===== config.mk =====
export PLATFORM = sky130hd
export DESIGN_NAME = muldiv_seq
export DESIGN_NICKNAME = d
export VERILOG_FILES = /design/src/rtl/muldiv_pkg.sv /design/src/rtl/muldiv_seq.sv
export SDC_FILE = /design/constraint.sdc
export NUM_CORES = 1
export LEC_CHECK = 0
export CAP_MARGIN = 20
export CORE_MARGIN = 1.5
export CORE_UTILIZATION = 50
export DETAILED_ROUTE_END_ITERATION = 10
export DONT_BUFFER_PORTS = 1
export SKIP_LAST_GASP = 1
export SLEW_MARGIN = 40
export SYNTH_ARGS = -nofsm -noshare
export SYNTH_HDL_FRONTEND = slang
export SYNTH_SLANG_ARGS = --single-unit

===== constraint.sdc =====
create_clock -name clk -period 2.9 [get_ports clk]
set_input_delay 0.725 -clock clk [delete_from_list [all_inputs] [get_ports clk]]
set_output_delay 0.725 -clock clk [all_outputs]
set_load 0.03 [all_outputs]

===== src/rtl/muldiv_pkg.sv =====
// Shared constants for the iterative MULTU/DIVU sequencer: ALU control
// codes understood by the shared EX-stage ALU, op encodings and the FSM
// state encoding.
package muldiv_pkg;

    localparam int XLEN = 32;

    localparam logic [3:0] ALU_ADD = 4'b0010;
    localparam logic [3:0] ALU_SUB = 4'b0110;
    localparam logic [3:0] ALU_SLT = 4'b0111;

    localparam logic MD_MULTU = 1'b0;
    localparam logic MD_DIVU  = 1'b1;

    localparam logic [2:0] ST_IDLE = 3'd0;
    localparam logic [2:0] ST_MUL  = 3'd1;
    localparam logic [2:0] ST_DCMP = 3'd2;
    localparam logic [2:0] ST_DSUB = 3'd3;
    localparam logic [2:0] ST_DONE = 3'd4;

    localparam logic [5:0] LAST_ITER = 6'd31;

endpackage


===== src/rtl/muldiv_seq.sv =====
// Iterative unsigned MULTU/DIVU sequencer. It borrows the shared 32-bit ALU
// one operation per granted cycle: shift-add for multiply (carry recovered
// locally since the ALU has none) and restoring division as slt-then-sub.
module muldiv_seq
    import muldiv_pkg::*;
(
    input  logic            clk,
    input  logic            reset,
    input  logic            start,
    input  logic            op,
    input  logic            flush,
    input  logic [XLEN-1:0] rs_val,
    input  logic [XLEN-1:0] rt_val,
    input  logic            alu_gnt,
    input  logic [XLEN-1:0] alu_result,
    output logic            alu_req,
    output logic [XLEN-1:0] alu_a,
    output logic [XLEN-1:0] alu_b,
    output logic [3:0]      alu_ctrl,
    output logic            busy,
    output logic            done,
    output logic [XLEN-1:0] hi,
    output logic [XLEN-1:0] lo,
    output logic            div_zero
);

    logic [2:0]      state;
    logic [5:0]      cnt;
    logic [XLEN-1:0] hi_q;
    logic [XLEN-1:0] lo_q;
    logic [XLEN-1:0] mcand;
    logic [XLEN-1:0] dvsr;
    logic            ge;
    logic            div_zero_q;
    logic [XLEN-1:0] shifted;
    logic            carry;

    // The partial remainder shifted left by one, pulling in the next dividend bit.
    assign shifted = {hi_q[XLEN-2:0], lo_q[XLEN-1]};

    // An unsigned add wrapped around exactly when the sum is below an addend.
    assign carry = (alu_result < hi_q);

    assign busy     = (state != ST_IDLE);
    assign done     = (state == ST_DONE);
    assign hi       = hi_q;
    assign lo       = lo_q;
    assign div_zero = div_zero_q;

    // Drive the shared ALU's operands and control for the current iteration step.
    always_comb begin
        alu_req  = 1'b0;
        alu_a    = '0;
        alu_b    = '0;
        alu_ctrl = ALU_ADD;
        case (state)
            ST_MUL: begin
                alu_req  = 1'b1;
                alu_a    = hi_q;
                alu_b    = lo_q[0] ? mcand : '0;
                alu_ctrl = ALU_ADD;
            end
            ST_DCMP: begin
                alu_req  = 1'b1;
                alu_a    = shifted;
                alu_b    = dvsr;
                alu_ctrl = ALU_SLT;
            end
            ST_DSUB: begin
                alu_req  = 1'b1;
                alu_a    = hi_q;
                alu_b    = dvsr;
                alu_ctrl = ALU_SUB;
            end
            default: begin
                alu_req  = 1'b0;
            end
        endcase
    end

    // FSM, iteration counter and the HI/LO datapath; every register holds while the ALU is not granted.
    always_ff @(posedge clk or negedge reset) begin
        if (!reset) begin
            state      <= ST_IDLE;
            cnt        <= '0;
            hi_q       <= '0;
            lo_q       <= '0;
            mcand      <= '0;
            dvsr       <= '0;
            ge         <= 1'b0;
            div_zero_q <= 1'b0;
        end else if (flush) begin
            state <= ST_IDLE;
            cnt   <= '0;
        end else begin
            case (state)
                ST_IDLE: begin
                    if (start) begin
                        cnt        <= '0;
                        div_zero_q <= 1'b0;
                        if (op == MD_MULTU) begin
                            lo_q  <= rt_val;
                            hi_q  <= '0;
                            mcand <= rs_val;
                            state <= ST_MUL;
                        end else if (rt_val != '0) begin
                            lo_q  <= rs_val;
                            hi_q  <= '0;
                            dvsr  <= rt_val;
                            state <= ST_DCMP;
                        end else begin
                            hi_q       <= rs_val;
                            lo_q       <= '1;
                            div_zero_q <= 1'b1;
                            state      <= ST_DONE;
                        end
                    end
                end
                ST_MUL: begin
                    if (alu_gnt) begin
                        hi_q <= {carry, alu_result[XLEN-1:1]};
                        lo_q <= {alu_result[0], lo_q[XLEN-1:1]};
                        if (cnt == LAST_ITER) begin
                            cnt   <= '0;
                            state <= ST_DONE;
                        end else begin
                            cnt <= cnt + 6'd1;
                        end
                    end
                end
                ST_DCMP: begin
                    if (alu_gnt) begin
                        ge    <= hi_q[XLEN-1] | ~alu_result[0];
                        hi_q  <= shifted;
                        lo_q  <= {lo_q[XLEN-2:0], 1'b0};
                        state <= ST_DSUB;
                    end
                end
                ST_DSUB: begin
                    if (alu_gnt) begin
                        if (ge) begin
                            hi_q    <= alu_result;
                            lo_q[0] <= 1'b1;
                        end
                        if (cnt == LAST_ITER) begin
                            cnt   <= '0;
                            state <= ST_DONE;
                        end else begin
                            cnt   <= cnt + 6'd1;
                            state <= ST_DCMP;
                        end
                    end
                end
                ST_DONE: begin
                    state <= ST_IDLE;
                end
                default: begin
                    state <= ST_IDLE;
                end
            endcase
        end
    end

endmodule


[After elaboration in Yosys (flattened, before gate mapping)]
Cells that the tools add are included.
Storage, ports and cells
  bits in registers: 139
  bits in latches: 0
  memory bits (writable): 0
  ROM bits: 0
  input bits: 102
  output and inout bits: 136
  logic and storage cells: 87
  memories: 0
Operators by class
  add/subtract/negate cells: 1
  $mul: 0
  divide/modulo/power cells: 0
  magnitude comparators: 1
  equality and inequality tests: 16
  shifts and indexed selects: 0
  multiplexer cells: 39
  bitwise gates (word level): 4
  reductions and logical operators: 17
Operator list (count)
  32-bit 2-to-1 mux: 13
  32-bit case mux with 2 select lines: 2
  32-bit case mux with 4 select lines: 1
  31-bit case mux with 3 select lines: 1
  32-bit less-than comparator: 1
  32-bit nonzero test: 1
  3-bit 2-to-1 mux: 9
  6-bit 2-to-1 mux: 4
  3-bit != test, second input constant: 5
  5-bit AND reduction: 3
  3-bit case mux with 4 select lines: 1
  6-bit case mux with 2 select lines: 1
  2-bit != test, second input constant: 5
  3-bit AND reduction: 3
  3-bit nonzero test: 3
  7-bit AND reduction: 1
  6-bit by 1-bit adder with 6-bit output, second input constant: 1
  3-bit by 2-bit equality test with 1-bit output, second input constant: 2
  6-bit by 5-bit equality test with 1-bit output, second input constant: 1
  3-bit case mux with 2 select lines: 1
  1-bit 2-to-1 mux: 5
  1-bit case mux with 4 select lines: 1
  4-bit AND reduction: 1
  4-bit nonzero test: 1
  8 further kinds: 11

[Depth between registers and ports, before layout]
Gate-level depths: netlist of run 1.
  depth after elaboration: 6
  depth in mapped cells: 9
  gate-level depth less buffers: 8

[Worst setup path after synthesis of run 1]
OpenSTA, ideal clock, no wires.
  path kind: register -> output
  start point: register state[0]
  end point: output port alu_a[22]
  arrival: 2047 ps
  data required time: 2175 ps
  slack: 128 ps
  stages on the path, launching flop included: 9
  path buffers: 3
  path through: dfrtp_1 > buf_2 > inv_1 > nand2_1 > nor2_1 > clkbuf_1 > clkbuf_1 > nand2_1 > o21ai_0
Between the ends
  word-level cells in the longest chain between the ends: 3
  elaborated cells between the ends (all ways): 5
  those cells by class: eq/ne (3); mux (1); reduce/logical (1)
Ends and longest elaborated chain
  start, declared: line muldiv_seq.sv:27  | logic [2:0] state;
  start signal, assigned: line muldiv_seq.sv:84  | state <= ST_IDLE;
  start signal, assigned: line muldiv_seq.sv:93  | state <= ST_IDLE;
  start signal, assigned: line muldiv_seq.sv:105  | state <= ST_MUL;
  3-bit by 1-bit equality test with 1-bit output / 3-bit by 2-bit equality test with 1-bit output (equally long branches): line muldiv_seq.sv:56  | case (state)
  2-bit OR reduction (no source line)
  32-bit case mux with 2 select lines (*): line muldiv_seq.sv:56
  end, declared: line muldiv_seq.sv:17  | output logic [XLEN-1:0] alu_a,
Mark *: on every way between the ends. The rest lies on a longest branch, timed or not.

[Final worst setup path of run 1]
  start point: register state[0]
  end point: output port alu_b[17]
Between the ends
  word-level cells in the longest chain between the ends: 3
  elaborated cells between the ends (all ways): 5
  those cells by class: eq/ne (3); mux (1); reduce/logical (1)
Ends and longest elaborated chain
  3-bit by 2-bit equality test with 1-bit output: line muldiv_seq.sv:56
  2-bit OR reduction (no source line)
  32-bit case mux with 2 select lines (*): line muldiv_seq.sv:56
  end, declared: line muldiv_seq.sv:18  | output logic [XLEN-1:0] alu_b,
Marks and branches as above.

==> results of run 1 <==
==> where the power goes <==
group | leakage (nW) | total [mW] | switching, mW | internal [mW]
Sequential | 1.73 | 4.15 | 1.39 | 2.77
Combinational | 2.40 | 5.43 | 3.21 | 2.22
Clock | 0.314 | 2.42 | 0.848 | 1.58
==> flip-flops by register name, summed over array words and instances (netlist names) <==
| register | cells |
|---|---|
| dvsr | 32 |
| hi | 32 |
| state | 3 |
| ge | 1 |
| lo | 32 |
| cnt | 6 |
| div_zero | 1 |
| mcand | 32 |
==> worst max path at each step <==
stage | start | to | slack, ns | depth (start not counted)
final | state[0]$_DFFE_PN0P_ | alu_b[17] | 0.12 | 7
after global routing | state[0]$_DFFE_PN0P_ | alu_b[16] | 0.02 | 7
after CTS | state[1]$_DFFE_PN0P_ | alu_a[12] | 0.004 | 5
after detailed placement | rt_val[27] | lo[4]$_DFFE_PN0P_ | 0.26 | 7
after global placement | rt_val[16] | dvsr[24]$_DFFE_PN0P_ | 0.31 | 6
after floorplan | state[0]$_DFFE_PN0P_ | alu_a[22] | 0.13 | 8
==> final cells by class <==
| class | count | area [um2] | share of cell area |
|---|---|---|---|
| Multi-Input combinational cell | 677 | 4663 | 0.4565 |
| Sequential cell | 139 | 3480 | 0.3406 |
| Timing Repair Buffer | 111 | 1006 | 0.09847 |
| Clock buffer | 22 | 464.2 | 0.04544 |
| Tap cell | 220 | 275.3 | 0.02694 |
| Clock inverter | 10 | 188.9 | 0.01849 |
| Inverter | 37 | 138.9 | 0.01359 |
==> cells in the final DEF, fill, tap and decap left out, types with 32 or more instances in the layout <==
cell type                 instances
sky130_fd_sc_hd__a22o_1          35
sky130_fd_sc_hd__inv_1           36
sky130_fd_sc_hd__o21ai_0         73
sky130_fd_sc_hd__buf_4           94
sky130_fd_sc_hd__dfrtp_1        138
sky130_fd_sc_hd__mux2i_1         33
sky130_fd_sc_hd__a21oi_1         80
sky130_fd_sc_hd__nor2_1          73
sky130_fd_sc_hd__nand2_1        111
sky130_fd_sc_hd__ha_1            32
sky130_fd_sc_hd__mux2_2          63
sky130_fd_sc_hd__o31ai_1         35
==> repair_timing <==
| action | in CTS | in global routing |
|---|---|---|
| setup buffers | 0 | 0 |
| gates resized for setup | 0 | 3 |
| endpoints found under the setup margin | 0 | 32 |
| hold buffers | 1 | 7 |
| hold endpoints to repair | 10 | 22 |
==> layer usage <==
metal,vias to the layer above,global-route usage,share of wire
met5,-,0,0
met4,0,0.09420,0.025
met3,52,0.08579,0.10
met2,422,0.5032,0.46
met1,3831,0.4225,0.41
li1,3529,-,-
==> cell families after synthesis <==
kind of cell / share of synthesized area
AO/OA/AOI/OAI: 0.2488
AND/OR/NAND/NOR: 0.1155
flip-flops: 0.4055
buffers and inverters: 0.05645
multiplexers: 0.1251
adder cells (fa/ha/maj): 0.04667
other: 0.0008755
XOR/XNOR: 0.001021
==> per-stage QoR <==
stage / setup WS (ns) / power [mW] / hold WS [ns] / instances
final: 0.1187 / 12.01 / 0.1174 / 1216
after global routing: 0.01530 / 12.69 / 0.1124 / 1216
after CTS: 0.003983 / 11.91 / 0.0006096 / 1208
after detailed placement: 0.2631 / 9.458 / 0.4337 / 1175
after global placement: 0.3113 / 9.235 / 0.4340 / 1175
after floorplan: 0.1275 / 7.739 / 0.4294 / 928
==> worst max-delay path, stage by stage (launching register included) <==
cell	delay, ns
sky130_fd_sc_hd__dfrtp_1	0.35
sky130_fd_sc_hd__buf_4	0.24
sky130_fd_sc_hd__nand2b_1	0.13
sky130_fd_sc_hd__nor2_2	0.11
sky130_fd_sc_hd__and2_1	0.16
sky130_fd_sc_hd__buf_8	0.26
sky130_fd_sc_hd__a22o_1	0.21
sky130_fd_sc_hd__buf_4	0.17
==> implementation parameters, run 1 <==
Parameter                              Value

STA
  Worst-margin pin slew    0.9562 ns
  Final slew viol count    0
  Setup Total Neg Slack    0 ns
  Ratio of final minimum period to clock period    0.9591
  Worst slew slack as a fraction of its limit    0.3605
  Maximum clock rate    359.5 MHz
  Unrepaired setup endpoints after global routing    false
  Min cycle time layout    2.781 ns
  Fin. Hold Viols    0
  Final setup vio count    0
  Skew final    0.007002 ns

Setup path
  Kind of critical path    reg2out
  Setup slack on the worst flop-to-flop path    0.55 ns
  Cells on worst reg2reg path    7
  Worst r2r dst    hi[31]$_DFFE_PN0P_
  Kind of end point of the critical path    output pin
  Maximum fanout along the worst path    32
  Startpoint of the most critical register-to-register path    hi[31]$_DFFE_PN0P_
  Worst endpoint required time    2.17 ns
  Arrival time of data at the critical path endpoint    2.06 ns
  Nature of the critical path startpoint    flip-flop

Die
  I/O pins    238
  Die Span Y    134.0 um
  Initial standard-cell utilization of the core    0.5136
  Total die area    17950 um2
  Die Span X    134.0 um
  Site row count    47
  Core Area    16700 um2

Synthesis
  Number of library cell types mapped by synthesis    52
  Total standard cell area after synthesis    8578 um2
  Number of flops mapped to enable cells by yosys    0
  Most used DFF post-synth    sky130_fd_sc_hd__dfrtp_1
  Post-synthesis area per instance    9.244 um2
  Cell taking the most area after synthesis    sky130_fd_sc_hd__dfrtp_1
  #FFs+latches synth    139
  Synthesized Nets    1062
  Proportion of register bits with asynchronous set or reset after synthesis    1.000
  Biggest area contributors in the synthesized netlist    sky130_fd_sc_hd__dfrtp_1 41%, sky130_fd_sc_hd__mux2_2 8.3%, sky130_fd_sc_hd__nand2_1 4.9%
  Post-synthesis sequential area ratio    0.4055
  Post-Synthesis Cells    928
  Top cell type's share of synthesized area    0.4055
  Most numerous cell in the Yosys netlist    sky130_fd_sc_hd__dfrtp_1
  Synth Warn #    0
  Top cells by instance count after synthesis    139 x sky130_fd_sc_hd__dfrtp_1, 113 x sky130_fd_sc_hd__nand2_1, 81 x sky130_fd_sc_hd__a21oi_1

Global routing
  GRT Resource Usage Total    0.3159
  Wire length of the first global-routing pass    44.23 mm
  Maximum number of pins on one net before global-route repair    131
  Initial antenna violation count    0
  Via count of the first global-routing pass    7696
  Grt total ovfl    0

Finish
  Layout overhead on the synthesized area    19.09%
  Ratio of cells with drive above 1 in the final layout    0.2460
  Fillcell total    1477
  Fraction of the core area covered by cells at the end of the flow    0.6117
  Net count reported at finish    1117
  Summed area of non-filler cells in the final layout    10220 um2
  Inserted Diodes    0

Route
  First-pass detailed-route iteration total    5
  Post-route DRC violation count    0
  Routed vias/inst    6.442
  Detail Route Antenna Nets    0
  DRT Wirelength    28.79 mm
  Final routed wire length divided by cell count    23.67 um
  Routed vias    7834
  DRT iter0 DRCs    542

Clock network
  Root cell of the clock tree    sky130_fd_sc_hd__clkbuf_16
  Number of buffers added by the clock tree synthesis step    17
  Buffers from clock root to sink, at most    2
  Clock edge transition at the registers on the reported setup and hold paths    0.06 ns
  CTS HTree Levels    4
  Clock insertion delay at the later pin of the skew report    0.42 ns
  Clock tree from TritonCTS    yes
  Clock sink total    139

Power
  Total leakage power    4.439 nW
  Max VDD drop    0.0005638 V
  Power density over the cells    1176 nW/um2

Placed design
  Input/output buffers    0
  Placed inst area    9410 um2
  Final weighted congestion in routability-driven placement    0.8663
  HPWL reported at the end of detailed placement    19.57 mm

Min path
  Type of the worst min-delay path    in2async

Run status
  Result of the run    finished, final reports clean

Flow run
  Max cap viols    0
No activity file was read; power rests on OpenSTA's default activity.
==> run 2: changes to the inputs <==
CORE_UTILIZATION = 55   (was 50)
GPL_ROUTABILITY_DRIVEN = 0   (was default)
PLACE_DENSITY = 0.7   (was default)
==> implementation parameters, run 2 (synthesized netlist as in run 1, its figures left out) <==
Parameter                              Value

Clock network
  Clock edge transition at the registers on the reported setup and hold paths    0.05 ns (about the same)
  Clock tree from TritonCTS    yes
  Clock insertion delay at the later pin of the skew report    0.42 ns (about the same)
  Root cell of the clock tree    sky130_fd_sc_hd__clkbuf_16
  Buffers from clock root to sink, at most    2 (unchanged)
  Clock sink total    139 (unchanged)
  Number of buffers added by the clock tree synthesis step    17 (unchanged)
  CTS HTree Levels    4 (unchanged)

Power
  Total leakage power    4.299 nW (-3.1%)
  Int Pwr    6.240 mW (-4.9%)
  Fraction of power consumed by the clock network    0.186 (-0.016)
  Part of the total power dissipated in sequential elements    0.368 (+0.022)
  Post-route total power    11.50 mW (-4.2%)
  Power density over the cells    1163 nW/um2 (-1.0%)
  Combinational share of power    0.446 (-0.006)
  Sw frac    0.4574 (+0.003745)
  NetSw    5.261 mW (-3.4%)
  Max VDD drop    0.0005438 V (-3.6%)

Die
  Site row count    45 (-4.3%)
  Initial standard-cell utilization of the core    0.5643 (+0.05064)
  Die Span Y    127.9 um (-4.5%)
  Total die area    16350 um2 (-8.9%)
  Core Area    15200 um2 (-9.0%)
  Die Span X    127.9 um (-4.5%)
  I/O pins    238 (unchanged)

Setup path
  Maximum fanout along the worst path    44 (+38%)
  Kind of cell adding the most delay to the critical path    buffers and inverters
  Buf+Inv Stages, Crit Path    3 (unchanged)
  Slowest Stage Delay on Critical Path    0.39 ns (+0.04 ns)
  Kind of critical path    reg2out
  Master of the slowest instance on the critical path    sky130_fd_sc_hd__dfrtp_1
  Arrival time of data at the critical path endpoint    2.04 ns (-0.02 ns)
  CP Cell Sequence    buf_12 > nand2b_1 > nor2_2 > and2_1 > buf_8 > a22o_1 > buf_4
  Startpoint of the most critical register-to-register path    state[1]$_DFFE_PN0P_
  Worst r2r dst    cnt[2]$_DFFE_PN0P_
  Nature of the critical path startpoint    flip-flop
  Total stage count of the critical path    7 (unchanged)
  Kind of end point of the critical path    output pin
  Setup crit start    state[0]$_DFFE_PN0P_
  Critical Path Sink    alu_b[20]
  Worst endpoint required time    2.17 ns (about the same)
  Cells on worst reg2reg path    7 (unchanged)
  Setup slack on the worst flop-to-flop path    0.39 ns (-0.16 ns)

Route
  DRT iter0 DRCs    687 (+27%)
  Post-route DRC violation count    0 (unchanged)
  Final routed wire length divided by cell count    22.99 um (-2.9%)
  DRT Wirelength    26.85 mm (-6.7%)
  Routed vias    7776 (-0.74%)
  Routed vias/inst    6.658 (+3.3%)
  Detail Route Antenna Nets    0 (unchanged)
  First-pass detailed-route iteration total    8 (+3)

Placed design
  Placed inst area    9260 um2 (-1.6%)
  Input/output buffers    0 (unchanged)
  HPWL reported at the end of detailed placement    18.45 mm (-5.7%)

Finish
  Net count reported at finish    1102 (-1.3%)
  Fillcell total    1257 (-15%)
  Layout overhead on the synthesized area    15.24%
  Fraction of the core area covered by cells at the end of the flow    0.6503 (+0.03859)
  Ratio of cells with drive above 1 in the final layout    0.2390 (-0.006965)
  Summed area of non-filler cells in the final layout    9886 um2 (-3.2%)
  Commonest non-fill, non-tap cell in the layout    sky130_fd_sc_hd__dfrtp_1
  Top library cells by usage in the layout, fill and taps aside    138 x sky130_fd_sc_hd__dfrtp_1, 111 x sky130_fd_sc_hd__nand2_1, 88 x sky130_fd_sc_hd__buf_4

STA
  Maximum clock rate    361.7 MHz (+0.60%)
  Setup Total Neg Slack    0 ns (unchanged)
  Final slew viol count    0 (unchanged)
  Skew final    0.009257 ns (+0.002255 ns)
  Fin. Hold Viols    0 (unchanged)
  Worst slew slack as a fraction of its limit    0.5263 (+0.1658)
  Worst-margin pin slew    0.7106 ns (-0.2455 ns)
  Min cycle time layout    2.765 ns (-0.01645 ns)
  Final setup vio count    0 (unchanged)
  Ratio of final minimum period to clock period    0.9534 (-0.005673)

Flow run
  Max cap viols    0 (unchanged)

Global routing
  Maximum number of pins on one net before global-route repair    140 (+6.9%)
  GRT Resource Usage Total    0.3292 (+0.01332)
  Initial antenna violation count    2 (+2)
  Via count of the first global-routing pass    7655 (-0.53%)
  Wire length of the first global-routing pass    41.48 mm (-6.2%)
  Grt total ovfl    0 (unchanged)

Run status
  Result of the run    finished, final reports clean

Min path
  Type of the worst min-delay path    in2async
[run 2: cell types whose count changed in the layout (fill, tap and decap cells not counted), moves of 3 or more]
| cell | change |
|---|---|
| sky130_fd_sc_hd__buf_4 | -6 |
| sky130_fd_sc_hd__dlygate4sd3_1 | -5 |
| sky130_fd_sc_hd__buf_12 | -5 |
| sky130_fd_sc_hd__clkinv_4 | -3 |
| sky130_fd_sc_hd__bufinv_16 | -3 |
[run 2: through the flow]
| step | setup WS [ns] | hold WS, ns | instances |
|---|---|---|---|
| after floorplan | 0.1275 | 0.4294 | 928 |
| after global placement | 0.3141 | 0.4363 | 1133 |
| after detailed placement | 0.2826 | 0.4363 | 1134 |
| after CTS | 0.01018 | -0.009879 | 1165 |
| after global routing | -0.001788 | -0.01817 | 1167 |
| final | 0.1351 | 0.001811 | 1168 |
[run 2: worst min path at each step]
stage,start,endpoint,cells after the start
after floorplan,reset,cnt[0]$_DFFE_PN0P_,0
after global placement,reset,hi[22]$_DFFE_PN0P_,0
final,reset,hi[22]$_DFFE_PN0P_,0
after global routing,reset,hi[22]$_DFFE_PN0P_,0
after CTS,reset,hi[22]$_DFFE_PN0P_,0
after detailed placement,reset,hi[22]$_DFFE_PN0P_,0
[run 2: worst reg2reg max path, cell delays in order (launching register included)]
cell and delay, ns:
sky130_fd_sc_hd__dfrtp_2 0.41, sky130_fd_sc_hd__buf_4 0.57, sky130_fd_sc_hd__nor2_2 0.13, sky130_fd_sc_hd__a22o_1 0.23
sky130_fd_sc_hd__a21oi_1 0.58, sky130_fd_sc_hd__nand2b_1 0.20, sky130_fd_sc_hd__mux2i_1 0.06, sky130_fd_sc_hd__a22o_1 0.21
[run 2: cell type report]
class                   count  area (um2)  area share
diodes                      1       2.502   0.0002531
clock buffers              23       488.0     0.04936
clock inverters             7       90.09    0.009113
inverters                  37       138.9     0.01405
multi-input cells         678        4669      0.4723
flip-flops and latches    139        3480      0.3520
well taps                 188       235.2     0.02379
repair buffers             95       782.0     0.07910
[run 2: layer usage]
layer  up-vias  GRT usage  part of all wire
li1       3496          -                 -
met1      3760     0.4244              0.39
met2       443     0.5209              0.47
met3        75     0.1060              0.11
met4         2     0.1223             0.027
met5         -          0           0.00048
[run 2: timing repair]
item	in CTS	in global routing
endpoints found under the hold margin	139	139
setup buffers	0	2
gates resized for setup	2	5
cloned	1	0
pin swaps	1	1
endpoints found under the setup margin	33	36
[run 2: power groups by stage]
stage                     logic, mW  registers, mW  clock network (mW)
final                          5.13           4.23                2.14
after global routing           5.58           4.34                2.26
after CTS                      5.07           4.21                2.17
after detailed placement       5.01           4.24                   0
after global placement         4.81           4.20                   0
after floorplan                3.75           3.99                   0
==> run 3: changes to the inputs <==
ABC_AREA = 0   (was default)
SKIP_LAST_GASP = default   (was 1)
==> results of run 3 <==
The final DEF is identical to that of run 2; final timing and power are the same.
==> edit 1: new RTL, config.mk and constraints of run 3 <==
Compare `cnt` against `LAST_ITER` with >= in place of ==.
--- a/src/rtl/muldiv_seq.sv
+++ b/src/rtl/muldiv_seq.sv
@@ -122,3 +122,3 @@
                         lo_q <= {alu_result[0], lo_q[XLEN-1:1]};
-                        if (cnt == LAST_ITER) begin
+                        if (cnt >= LAST_ITER) begin
                             cnt   <= '0;
Formal check against the unedited RTL: same outputs for any inputs over 4 cycles, from zero or initial values and one cycle with reset low; that may be too few to reach the edited logic, so the function may still have changed.
==> edit 1 against run 3 <==
  * Sequential cell count unchanged
  * Design area up 1.8%
  * Wire length increased by 1.0%
  * Core utilization is 0.92 points higher
  * Combinational power decreased by 45%
  * Synthesized area up 0.85%
  * Setup slack worse by 0.034 ns
  * Sequential power shrank 9.2%
  * Largest power group is now sequential cells
  * Worst hold slack improved by 0.15 ns
  * Total power down 23%
  * Non-clock buffer count up 7
==> edit 1: results (changes against run 3) <==
metric,value,unit,change
outcome,completed,,
Routed WL per cell,22.7,um,-1.4%
later-pin clock latency in the skew report,0.42,ns,about the same
global-route track usage on met3,10.6,%,+0.043 points
pre-CTS setup slack,0.313,ns,+0.0302 ns
synth top area cells,"dfrtp_1, mux2_4, o21ai_0, mux2_2, ha_1",,
routed vias,7805,,+0.37%
met2 usage in global routing,53.7,%,+1.6 points
share of cells above drive strength 1,24.6,%,+0.67 points
peak supply drop,0.000454,V,-17%
"Seq/Total Area, Yosys",40.2,%,-0.34 points
drt first pass iters,5,,-3
1st-iter DRT viols,774,,+13%
XOR/XNOR Fraction of Synth Area,0,%,-0.10 points
Clock Skew,0.00795,ns,-0.00131 ns
Antenna diodes,0,,-1
Synth Area in Compound Gates,27.2,%,+2.3 points
crit path max fanout,25,,-43%
Least-Margin Pin Slew,0.660,ns,-0.0506 ns
DP Wirelength,19200,um,+3.9%
vias in the first global route,7662,,+0.091%
post-synth cell types,54,,+3.8%
M1 GR Usage,41.4,%,-1.0 points
synth warn,0,,unchanged
Worst EP arrival,2.07,ns,+0.03 ns
global-route wire length before repair,42300,um,+2.1%
antenna violations before repair,0,,-2
# nets final,1106,,+0.36%
fill count,1226,,-2.5%
"slowest stage delay, CP",0.41,ns,+0.02 ns
post-synthesis mux area share,10.5,%,-2.0 points
main combinational cell family by area after synthesis,compound AO/OA/AOI/OAI gates,,
Synth Area in Adders,4.63,%,-0.039 points
[edit 1: final timing paths]
path                       cells after the start   endpoint      start  slack [ns]
hold / removal                                 1     hi[23]      reset        0.15
min in group clk                               1   state[0]      flush        0.38
max in group asynchronous                      1     hi[11]      reset        1.92
setup / recovery                               6  alu_a[13]   state[2]        0.10
hold reg to reg                                1  mcand[16]  mcand[16]        0.51
setup reg to reg                               6  mcand[12]   state[2]        0.48
[edit 1: cell type report]
cell class	instances	area, um2	area share (%)
Clock inverter	13	155	1.54
Sequential cell	139	3480	34.6
Multi-Input combinational cell	674	4710	46.8
Inverter	38	143	1.42
Timing Repair Buffer	102	862	8.57
Clock buffer	19	453	4.50
Tap cell	211	264	2.62
[edit 1: power by group]
group	switching [mW]	total (mW)	internal, mW	leakage, nW
Sequential	1.29	3.84	2.56	1.73
Clock	0.925	2.26	1.34	0.290
Combinational	1.56	2.80	1.24	2.35
[edit 1: kinds of logic (layout without fill, tap and decap cells)]
logic type,count (synthesis),after routing
AO/OA/AOI/OAI,341,341
adder cells (fa/ha/maj),32,32
buffers and inverters,115,172
flip-flops,139,139
multiplexers,71,71
other,2,2
AND/OR/NAND/NOR,228,228
[edit 1: repair_timing]
item	CTS	global route
gates resized for setup	0	1
setup endpoints to repair	0	29
buffers inserted	0	2
hold endpoints to repair	117	52
[edit 1: metal layers]
metal | up-vias | share of wire, %
met3 | 73 | 11
met5 | - | 0
met1 | 3771 | 39
met2 | 440 | 47
li1 | 3521 | -
met4 | 0 | 3.0
[edit 1: worst max-delay path: cells and delay by family (launching register included)]
kind / cells / cell delay [ns]
AND/OR/NAND/NOR: 3 / 0.63
buffers and inverters: 2 / 0.44
flip-flops: 1 / 0.41
AO/OA/AOI/OAI: 1 / 0.14
[edit 1: stage by stage]
| stage | std cells | hold slack [ns] | utilization, % | cell area [um2] |
|---|---|---|---|---|
| after floorplan | 928 | 0.429 | - | 8650 |
| after global placement | 1159 | 0.434 | 61.4 | 9370 |
| after detailed placement | 1159 | 0.433 | 61.4 | 9370 |
| after CTS | 1191 | -0.0160 | 65.4 | 9980 |
| after global routing | 1196 | 0.162 | 66.0 | 10100 |
| final | 1196 | 0.152 | 66.0 | 10100 |
==> edit 2: new RTL, settings of run 3 <==
Made on the original files. `XLEN`: 32 -> 28.
--- a/src/rtl/muldiv_pkg.sv
+++ b/src/rtl/muldiv_pkg.sv
@@ -5,3 +5,3 @@
 
-    localparam int XLEN = 32;
+    localparam int XLEN = 28;
 
Interface: changed (7 resized); port bits go from 238 to 210. The function was not compared with the original's and may differ.
==> edit 2 against run 3 <==
  * Sequential cell count down 16
  * The flow now finishes with violations (hold timing)
  * Largest cell class unchanged
  * Wire length fell by 13%
  * Sequential share of layout area is 0.064 points higher
  * Global-route usage down 0.39 points
  * Cell count decreased by 13%
  * Worst hold slack got worse by 0.0070 ns
  * Design area down 12%
  * Maximum frequency decreased by 0.76%
  * Synthesized area fell by 12%
  * Setup slack worse by 0.021 ns
Power is not compared: it rests on default switching activity, and its combinational part moved more than twofold at a synthesized area within 25%.
==> edit 2: results (changes against run 3) <==
metric,value,unit,change
Synth Area in Adders,4.66,%,-0.0093 points
sequential standard cell area,3080,um2,-11%
Clock transition at path regs,0.06,ns,
final number of hold-violating endpoints,9,,+9
Reg2Reg Setup Slack,0.56,ns,+0.17 ns
Antenna diodes,0,,-1
global-route wire length before repair,36100,um,-13%
GRT Overall Usage,32.5,%,-0.39 points
Worst setup startpoint,state[1],,
Critical path destination,alu_b[7],,
post-synthesis mux area share,12.5,%,-0.037 points
drt first pass iters,7,,-1
CTS buffer count,17,,unchanged
Via density,6.61,,-0.66%
XOR/XNOR Fraction of Synth Area,0,%,-0.10 points
r2r endpoint,hi[27],,
Syn Area/Cell,9.51,um2,+2.9%
routed vias,6726,,-14%
1st-iter DRT viols,532,,-23%
placed cells,986,,-13%
vias in the first global route,6629,,-13%
# nets final,947,,-14%
"top cells by count, synth","dfrtp_1, nand2_1, mux2_2",,
syn nets,909,,-14%
failing checks,hold timing,,
outcome,"finished, violations left",,
Worst EP arrival,2.06,ns,+0.02 ns
post-synth cell types,49,,-5.8%
synth top area cells,"dfrtp_1, mux2_2, ha_1, nand2_1, o221a_2",,
Least-Margin Pin Slew,0.581,ns,-0.129 ns
fill count,1087,,-14%
Fin Hold WS,-0.00523,ns,-0.00704 ns
largest net degree at the start of global routing,124,,-11%
Synth Area in Compound Gates,25.5,%,+0.60 points
area post-placement,8120,um2,-12%
antenna violations before repair,0,,-2
CTS Buffer Depth,2,,unchanged
share of cells above drive strength 1,25.9,%,+2.0 points
worst reg2reg startpoint,state[2],,
Routed WL per cell,22.9,um,-0.59%
Clock Skew,0.00519,ns,-0.00407 ns
-- edit 2: kinds of logic after synthesis --
group | after synthesis
AO/OA/AOI/OAI | 273
adder cells (fa/ha/maj) | 28
buffers and inverters | 95
flip-flops | 123
multiplexers | 86
other | 2
AND/OR/NAND/NOR | 184
-- edit 2: layer usage --
metal	wire (um)	GRT usage, %	vias up
met5	0	0	-
li1	-	-	3015
met3	2450	11.1	56
met1	8810	39.8	3295
met2	11300	52.4	360
met4	725	13.9	0
-- edit 2: final cells by class --
cell class / instances / share of cell area (%)
multi-input cells: 573 / 46.5
clock buffers: 21 / 5.39
well taps: 176 / 2.52
repair buffers: 81 / 7.25
inverters: 33 / 1.42
flip-flops and latches: 123 / 35.3
clock inverters: 10 / 1.62
-- edit 2: metrics by stage --
step | total power [mW] | setup WS, ns
after global placement | 5.53 | 0.142
after floorplan | 4.90 | 0.256
final | 7.85 | 0.114
after global routing | 8.22 | 0.0241
after detailed placement | 5.64 | 0.145
after CTS | 7.85 | 0.0146
-- edit 2: what timing repair did --
action | CTS | global route
endpoints found under the setup margin | 0 | 33
hold endpoints to repair | 123 | 123
resized for setup | 0 | 1
setup buffers | 0 | 0
-- edit 2: worst min path at each step --
| stage | start | end | slack, ns | cells past startpoint |
|---|---|---|---|---|
| after floorplan | reset | cnt[0] | 0.43 | 0 |
| after global placement | reset | dvsr[5] | 0.43 | 0 |
| after detailed placement | reset | dvsr[5] | 0.43 | 0 |
| after CTS | reset | lo[13] | -0.02 | 0 |
| after global routing | reset | mcand[6] | -0.02 | 0 |
| final | reset | dvsr[5] | -0.005 | 0 |
-- edit 2: worst max-delay path, cell delays in order, from the launching register on --
cell     delay, ns
dfrtp_2       0.51
inv_1         0.19
nor2_4        0.15
buf_4         0.37
a22o_1        0.25
buf_4         0.17
